**src/rtl/sprite_fetch_scheduler.sv**
```systemverilog
// Sprite fetch scheduler: shares one single-read-port sprite memory between
// the background, brick and Mario sprite layers. Each accepted pixel slot runs
// a fixed 5-cycle sequence (BG read, brick read, sprite read, resolve) and
// emits one composited palette index with the winning layer.
//
// Ports:
//   Clk, Reset             clock, synchronous active-high reset
//   pixel_tick             one-cycle strobe starting a pixel slot
//   blank                  1 = active video, 0 = blanked pixel
//   bg_addr                background local address
//   brick_addr, brick_hit  brick local address and in-region flag
//   spr_addr, spr_hit      sprite local address and in-box flag
//   mem_rd, mem_addr       shared memory read strobe / address
//   mem_data               read data, valid the cycle after mem_rd
//   pix_valid              one-cycle pulse, composited pixel ready
//   pix_index, pix_layer   composited index; layer 0=BG 1=BRICK 2=SPR 3=BLANK
//   busy                   pixel slot in progress
//   overrun                sticky: a pixel_tick arrived while busy
module sprite_fetch_scheduler #(
  parameter int                ADDR_W      = 19,
  parameter logic [ADDR_W-1:0] BG_BASE     = '0,
  parameter logic [ADDR_W-1:0] BRICK_BASE  = 19'h40000,
  parameter logic [ADDR_W-1:0] SPR_BASE    = 19'h60000,
  parameter logic [3:0]        TRANSPARENT = 4'h0
) (
  input  logic              Clk,
  input  logic              Reset,
  input  logic              pixel_tick,
  input  logic              blank,
  input  logic [ADDR_W-1:0] bg_addr,
  input  logic [ADDR_W-1:0] brick_addr,
  input  logic              brick_hit,
  input  logic [ADDR_W-1:0] spr_addr,
  input  logic              spr_hit,
  output logic              mem_rd,
  output logic [ADDR_W-1:0] mem_addr,
  input  logic [3:0]        mem_data,
  output logic              pix_valid,
  output logic [3:0]        pix_index,
  output logic [1:0]        pix_layer,
  output logic              busy,
  output logic              overrun
);

  typedef enum logic [2:0] {IDLE, RD_BG, RD_BRICK, RD_SPR, RESOLVE} state_t;

  state_t            state_q, state_d;
  logic              blank_q, brick_hit_q, spr_hit_q;
  logic [ADDR_W-1:0] brick_addr_q, spr_addr_q;
  logic [3:0]        bg_data_q, bg_data_d, brick_data_q, brick_data_d;
  logic              mem_rd_q, mem_rd_d;
  logic [ADDR_W-1:0] mem_addr_q, mem_addr_d;
  logic              pix_valid_q, pix_valid_d;
  logic [3:0]        pix_index_q, pix_index_d;
  logic [1:0]        pix_layer_q, pix_layer_d;
  logic              busy_q, busy_d;
  logic              overrun_q, overrun_d;
  logic              accept;

  // Layer priority: blanked > opaque sprite > opaque brick > background.
  // Returns {layer, index}. Background wins even when it is TRANSPARENT.
  function automatic logic [5:0] resolve_pix(
    input logic       blk,
    input logic       s_hit,
    input logic [3:0] s_dat,
    input logic       b_hit,
    input logic [3:0] b_dat,
    input logic [3:0] g_dat
  );
    if (!blk)                            return {2'd3, 4'h0};
    else if (s_hit && s_dat != TRANSPARENT) return {2'd2, s_dat};
    else if (b_hit && b_dat != TRANSPARENT) return {2'd1, b_dat};
    else                                 return {2'd0, g_dat};
  endfunction

  assign accept = (state_q == IDLE) && pixel_tick;

  // State register and all registered outputs
  always_ff @(posedge Clk) begin
    if (Reset) begin
      state_q     <= IDLE;
      mem_rd_q    <= 1'b0;
      mem_addr_q  <= '0;
      pix_valid_q <= 1'b0;
      pix_index_q <= 4'h0;
      pix_layer_q <= 2'd3;
      busy_q      <= 1'b0;
      overrun_q   <= 1'b0;
    end else begin
      state_q     <= state_d;
      mem_rd_q    <= mem_rd_d;
      mem_addr_q  <= mem_addr_d;
      pix_valid_q <= pix_valid_d;
      pix_index_q <= pix_index_d;
      pix_layer_q <= pix_layer_d;
      busy_q      <= busy_d;
      overrun_q   <= overrun_d;
    end
  end

  // Slot context and captured layer data; no reset needed since every
  // value is written before it is used in a slot.
  always_ff @(posedge Clk) begin
    if (accept) begin
      blank_q      <= blank;
      brick_hit_q  <= brick_hit;
      spr_hit_q    <= spr_hit;
      brick_addr_q <= brick_addr;
      spr_addr_q   <= spr_addr;
    end
    bg_data_q    <= bg_data_d;
    brick_data_q <= brick_data_d;
  end

  // Next-state: fixed slot sequence, every slot elapses even when not hit
  always_comb begin
    state_d = state_q;
    unique case (state_q)
      IDLE:     if (pixel_tick) state_d = RD_BG;
      RD_BG:    state_d = RD_BRICK;
      RD_BRICK: state_d = RD_SPR;
      RD_SPR:   state_d = RESOLVE;
      RESOLVE:  state_d = IDLE;
      default:  state_d = IDLE;
    endcase
  end

  // Output/next-value logic. Reads are issued one cycle ahead of the slot
  // they belong to so the strobe and address come straight from registers.
  always_comb begin
    mem_rd_d     = 1'b0;
    mem_addr_d   = mem_addr_q;
    pix_valid_d  = 1'b0;
    pix_index_d  = pix_index_q;
    pix_layer_d  = pix_layer_q;
    busy_d       = busy_q;
    overrun_d    = overrun_q | (pixel_tick & busy_q);
    bg_data_d    = bg_data_q;
    brick_data_d = brick_data_q;
    unique case (state_q)
      IDLE: begin
        if (pixel_tick) begin
          mem_rd_d   = blank;
          mem_addr_d = BG_BASE + bg_addr;
          busy_d     = 1'b1;
        end
      end
      RD_BG: begin
        mem_rd_d   = blank_q & brick_hit_q;
        mem_addr_d = BRICK_BASE + brick_addr_q;
      end
      RD_BRICK: begin
        mem_rd_d   = blank_q & spr_hit_q;
        mem_addr_d = SPR_BASE + spr_addr_q;
        bg_data_d  = mem_data;
      end
      RD_SPR: begin
        brick_data_d = mem_data;
      end
      RESOLVE: begin
        pix_valid_d = 1'b1;
        busy_d      = 1'b0;
        {pix_layer_d, pix_index_d} = resolve_pix(blank_q, spr_hit_q, mem_data,
                                                 brick_hit_q, brick_data_q,
                                                 bg_data_q);
      end
      default: ;
    endcase
  end

  assign mem_rd    = mem_rd_q;
  assign mem_addr  = mem_addr_q;
  assign pix_valid = pix_valid_q;
  assign pix_index = pix_index_q;
  assign pix_layer = pix_layer_q;
  assign busy      = busy_q;
  assign overrun   = overrun_q;

endmodule

```
**config.mk**
```make
export PLATFORM = sky130hd
export DESIGN_NAME = sprite_fetch_scheduler
export DESIGN_NICKNAME = d
export VERILOG_FILES = /design/src/rtl/sprite_fetch_scheduler.sv
export SDC_FILE = /design/constraint.sdc
export NUM_CORES = 1
export LEC_CHECK = 0
export CAP_MARGIN = 20
export CORE_ASPECT_RATIO = 1.25
export CORE_MARGIN = 10
export CORE_UTILIZATION = 50
export DETAILED_ROUTE_END_ITERATION = 12
export PLACE_DENSITY = 0.82
export SLEW_MARGIN = 20
export SYNTH_ARGS = -nofsm -noshare
export SYNTH_HDL_FRONTEND = slang
export SYNTH_SLANG_ARGS = --single-unit
export TNS_END_PERCENT = 50
```
**constraint.sdc**
```tcl
create_clock -name Clk -period 6.7 [get_ports Clk]
set_clock_uncertainty 0.2 [all_clocks]
set_input_delay 1.34 -clock Clk [delete_from_list [all_inputs] [get_ports Clk]]
set_output_delay 1.34 -clock Clk [all_outputs]
set_load 0.01 [all_outputs]
```
Word-level counts from Yosys, hierarchy flattened
Index checks and enable logic that the tools add are counted.
{ "word_totals": {"regBits": 81, "in_bits": 67, "output_inout_bits": 29, "elab_cells": 48} }
{ "op_classes": {"n_eq_ne": 5, "mux": 12, "reduce_logical": 10, "addsub": 2, "bitwise_logic": 4} }
{ "ops": {"columns": ["op", "n"], "rows": [
  ["$pmux W19 S3", 1],
  ["$add A19 B19 Y19 const A", 2],
  ["$mux W19", 1],
  ["$mux W6", 2],
  ["$pmux W3 S4", 1],
  ["$reduce_bool A4 Y1", 2],
  ["$eq A3 B2 Y1 const B", 2],
  ["$mux W5", 1],
  ["$reduce_and A2 Y1", 2],
  ["$and A1 B1 Y1", 3],
  ["$eq A3 B1 Y1 const B", 1],
  ["$eq A3 B3 Y1 const B", 1],
  ["$logic_and A1 B1 Y1", 3],
  ["$logic_not A3 Y1", 1],
  ["$mux W1", 3],
  ["$mux W3", 1],
  ["$pmux W1 S3", 1],
  ["$reduce_bool A3 Y1", 1],
  ["$ne A2 B2 Y1 const B", 1],
  ["$pmux W1 S2", 1],
  ["$reduce_bool A2 Y1", 1],
  ["$or A1 B1 Y1", 1]
]} }

Longest topological paths before layout
{ "logic_depth": {"depth_word": 5, "depth_mapped": 7, "depth_no_buf": 4} }

Worst setup path before layout
No wires, ideal clock.
{ "synth_path": {"path_kind": "input port to flip-flop", "from": "input pixel_tick", "to": "register mem_rd_q (netlist: mem_rd)", "stages": 3, "arrival_time_ns": 4.150, "setup_ns": 0.115, "required_time_ns": 6.385, "n_path_buf": 0, "slack_ns": 2.235, "cell_sequence": "nor4b_2 a32oi_1 a2111oi_1"} }
{ "synth_via": {"elab_chain_cells": 2} }
{ "synth_lines": {"columns": ["item", "line_no", "text"], "rows": [
  ["start, declared", "28", "input logic pixel_tick,"],
  ["$mux W1", "142", "if (pixel_tick) begin"],
  ["$pmux W1 S3", "140", "unique case (state_q)"],
  ["end signal, assigned", "91", "mem_rd_q <= mem_rd_d;"],
  ["end, declared", "51", "logic mem_rd_q, mem_rd_d;"]
]} }
No other way between the ends.
A chain may end at the register's enable or synchronous reset.

Final worst setup path
{ "layout_path": {"from": "input pixel_tick", "to": "register mem_addr_q[4] (netlist: mem_addr[4])"} }
{ "layout_via": {"elab_chain_cells": 2} }
{ "layout_lines": {"columns": ["item", "line_no", "text"], "rows": [
  ["$ne A2 B2 Y1 (no source line)", null, null],
  ["$reduce_and A2 Y1 (no source line)", null, null],
  ["end signal, assigned", "92", "mem_addr_q <= mem_addr_d;"],
  ["end, declared", "52", "logic [ADDR_W-1:0] mem_addr_q, mem_addr_d;"]
]} }
No other way between the ends.

==> reports/qor.txt <==
Setup WS post-layout: 3.76 ns
fillcell total: 466
max-slew violation count: 0
dpl ws: 3.38 ns
slew at the pin closest to its max-slew limit: 0.929 ns
Sequential Area: 2110 um^2
critical path launch point type: primary input
min-delay src: pix_index[2]$_SDFFE_PP0P_
status: complete, no violations
dominant synthesized flop cell: edfxtp_1
FFs w/ async S/R, synth: 0
cell area power density: 256 nW/um^2
largest net degree at the start of global routing: 44
Max rail drop VDD: 0.000160 V
iteration-0 DRC count of the detailed router: 145
r2r endpoint: mem_addr[11]$_SDFFE_PP0P_
commonest non-fill, non-tap cell in the layout: clkdlybuf4s50_1
Max Clock Freq: 340 MHz
fin area: 4340 um^2
Final setup violation count: 0
Placer Congestion: 0.806
RSZ-0062 raised after global routing: no
EDFF count, synth: 49
Via Count: 2249
MaxCap Viol Count: 0
clock sink count: 81
hold_buf cts: 0
fin nets: 387
worst-skew pair later-pin latency: 0.37 ns
first-pass GRT wire length: 12300 um
diode count: 0
Die Span Y: 109 um
number of hold violations in the final report: 0
Setup Buffers After CTS: 0
post-synthesis mux area share: 0
vias in the first global route: 2375
post-synthesis simple-gate area fraction: 0.0745
Synth Area per Inst: 13.9 um^2
WL/cell: 18.9 um
antenna viol nets, final: 0
commonest non-fill, non-tap cells in the layout: 95 x clkdlybuf4s50_1, 49 x edfxtp_1, 32 x dfxtp_1, 19 x a22oi_1, 18 x a22o_1
num ports: 96
Clock transition at path regs: 0.07 ns
XOR/XNOR share of the synthesized area: 0.00276
Die Span X: 91.3 um
# rows: 32
Slew headroom: 0.378
IO buf count: 95
routed wire length: 7760 um
clock buffer depth: 2
largest family of logic cells by synthesized area: compound AO/OA/AOI/OAI gates
area of the multi-input gates: 971 um^2
core area: 6170 um^2
CP Max Fanout: 38
Initial Util: 0.515
Post-route DRC: 0
worst r2r path cells: 4
Layout area overhead: 36.7%
Leakage: 1.49 nW
DR pass1 iterations: 4
worst hold path type: register to register
Resize count post-CTS: 0
reg-to-reg startpoint: state_q[1]$_SDFFE_PP0P_
GRT overflow: 0
Placed Area: 4170 um^2
complex-gate fraction of the synthesized area: 0.223
adder-cell share of the synthesized area: 0
clk root buf: clkbuf_8
H-tree depth: 3
syn_nets: 295
share of post-route cells with drive strength above 1: 0.129
Hold Path Depth: 2
crit path kind: primary input to register
via/cell ratio: 5.49
r2r setup slk: 4.12 ns
HPWL after DPL: 5500 um
post-synthesis cell area: 3180 um^2
synthesized instance count: 228
cts bufs inserted: 9
Total Neg Setup Slack: 0 ns
Final Cycle Share: 0.439
Yosys reg bits: 81
clock tree from TritonCTS: done
Min-Delay Endpoint: pix_index[2]$_SDFFE_PP0P_
distinct cell type count after synthesis: 38
Data arrival, critical path: 3.00 ns
Tot GR Track Use: 0.160
initial antenna violation count: 0
fin crit period: 2.94 ns
CP Capture Type: register
required time worst endpoint: 6.76 ns
Yosys warnings: 0
DIE AREA: 9960 um^2
Seq/Total Area, Yosys: 0.665
==> cell usage after synthesis (all sizes together), types with 2 or more instances <==
library cell	n	area share
a211oi	21	0.067
a21oi	3	0.0047
a221o	4	0.013
a22o	18	0.050
a22oi	19	0.045
buf	13	0.029
clkbuf	4	0.0047
dfxtp	32	0.20
edfxtp	49	0.46
nand2	5	0.0059
nand2b	3	0.0059
nor2	26	0.039
nor3	3	0.0047
o21ai	10	0.019
o41ai	2	0.0079
==> metal layers <==
metal	global-route usage	vias to the layer above	wire (um)
li1	-	1079	-
met1	0.162	1079	2880
met2	0.285	79	4210
met3	0.0653	12	536
met4	0.0684	0	135
met5	0	-	0
==> worst max path at each step <==
stage,startpoint,endpoint,slack (ns)
after global placement,pixel_tick,mem_rd$_SDFF_PP0_,3.44
after global routing,pixel_tick,mem_addr[2]$_SDFFE_PP0P_,3.64
after CTS,pixel_tick,mem_rd$_SDFF_PP0_,3.74
final,pixel_tick,mem_addr[4]$_SDFFE_PP0P_,3.76
after detailed placement,pixel_tick,mem_rd$_SDFF_PP0_,3.38
after floorplan,pixel_tick,mem_rd$_SDFF_PP0_,2.24
==> sequential cells by signal, summed over array words and instances, names as in the netlist, 2 cells and up <==
signal        flops
spr_addr_q       19
bg_data_q         4
pix_layer         2
state_q           3
brick_addr_q     19
brick_data_q      4
pix_index         4
mem_addr         19
==> area by class of cell <==
class,instances,share of cell area
inverter,1,0.000865
clock inverter,4,0.00663
multi-input combinational,129,0.224
clock buffer,12,0.0334
tap,85,0.0245
sequential,81,0.487
timing repair buffer,98,0.224
==> logic make-up (layout without fill, tap and decap cells) <==
kind of cell | count (synthesis) | in the layout
buf+inv | 18 | 115
compound gates | 83 | 83
xor+xnor | 1 | 1
simple gates | 45 | 45
flops | 81 | 81
==> worst max-delay path: stages <==
cell	delay [ns]
clkdlybuf4s50_1	0.52
nor3_1	0.09
a211oi_4	0.23
buf_4	0.45
nor2_1	0.10
a211oi_1	0.26
==> metrics by stage <==
step | utilization | power [mW] | cells | hold WS, ns
final | 0.704 | 1.11 | 410 | 0.258
after global routing | 0.704 | 1.16 | 410 | 0.279
after CTS | 0.704 | 1.12 | 410 | 0.262
after detailed placement | 0.676 | 0.804 | 394 | 0.249
after global placement | 0.676 | 0.799 | 394 | 0.236
after floorplan | - | 0.708 | 228 | 0.270
==> where the power goes <==
group | switching [mW] | internal [mW]
Sequential | 0.0228 | 0.573
Combinational | 0.0910 | 0.105
Clock | 0.176 | 0.146
Total | 0.289 | 0.824
(Power assumes the default switching activity.)
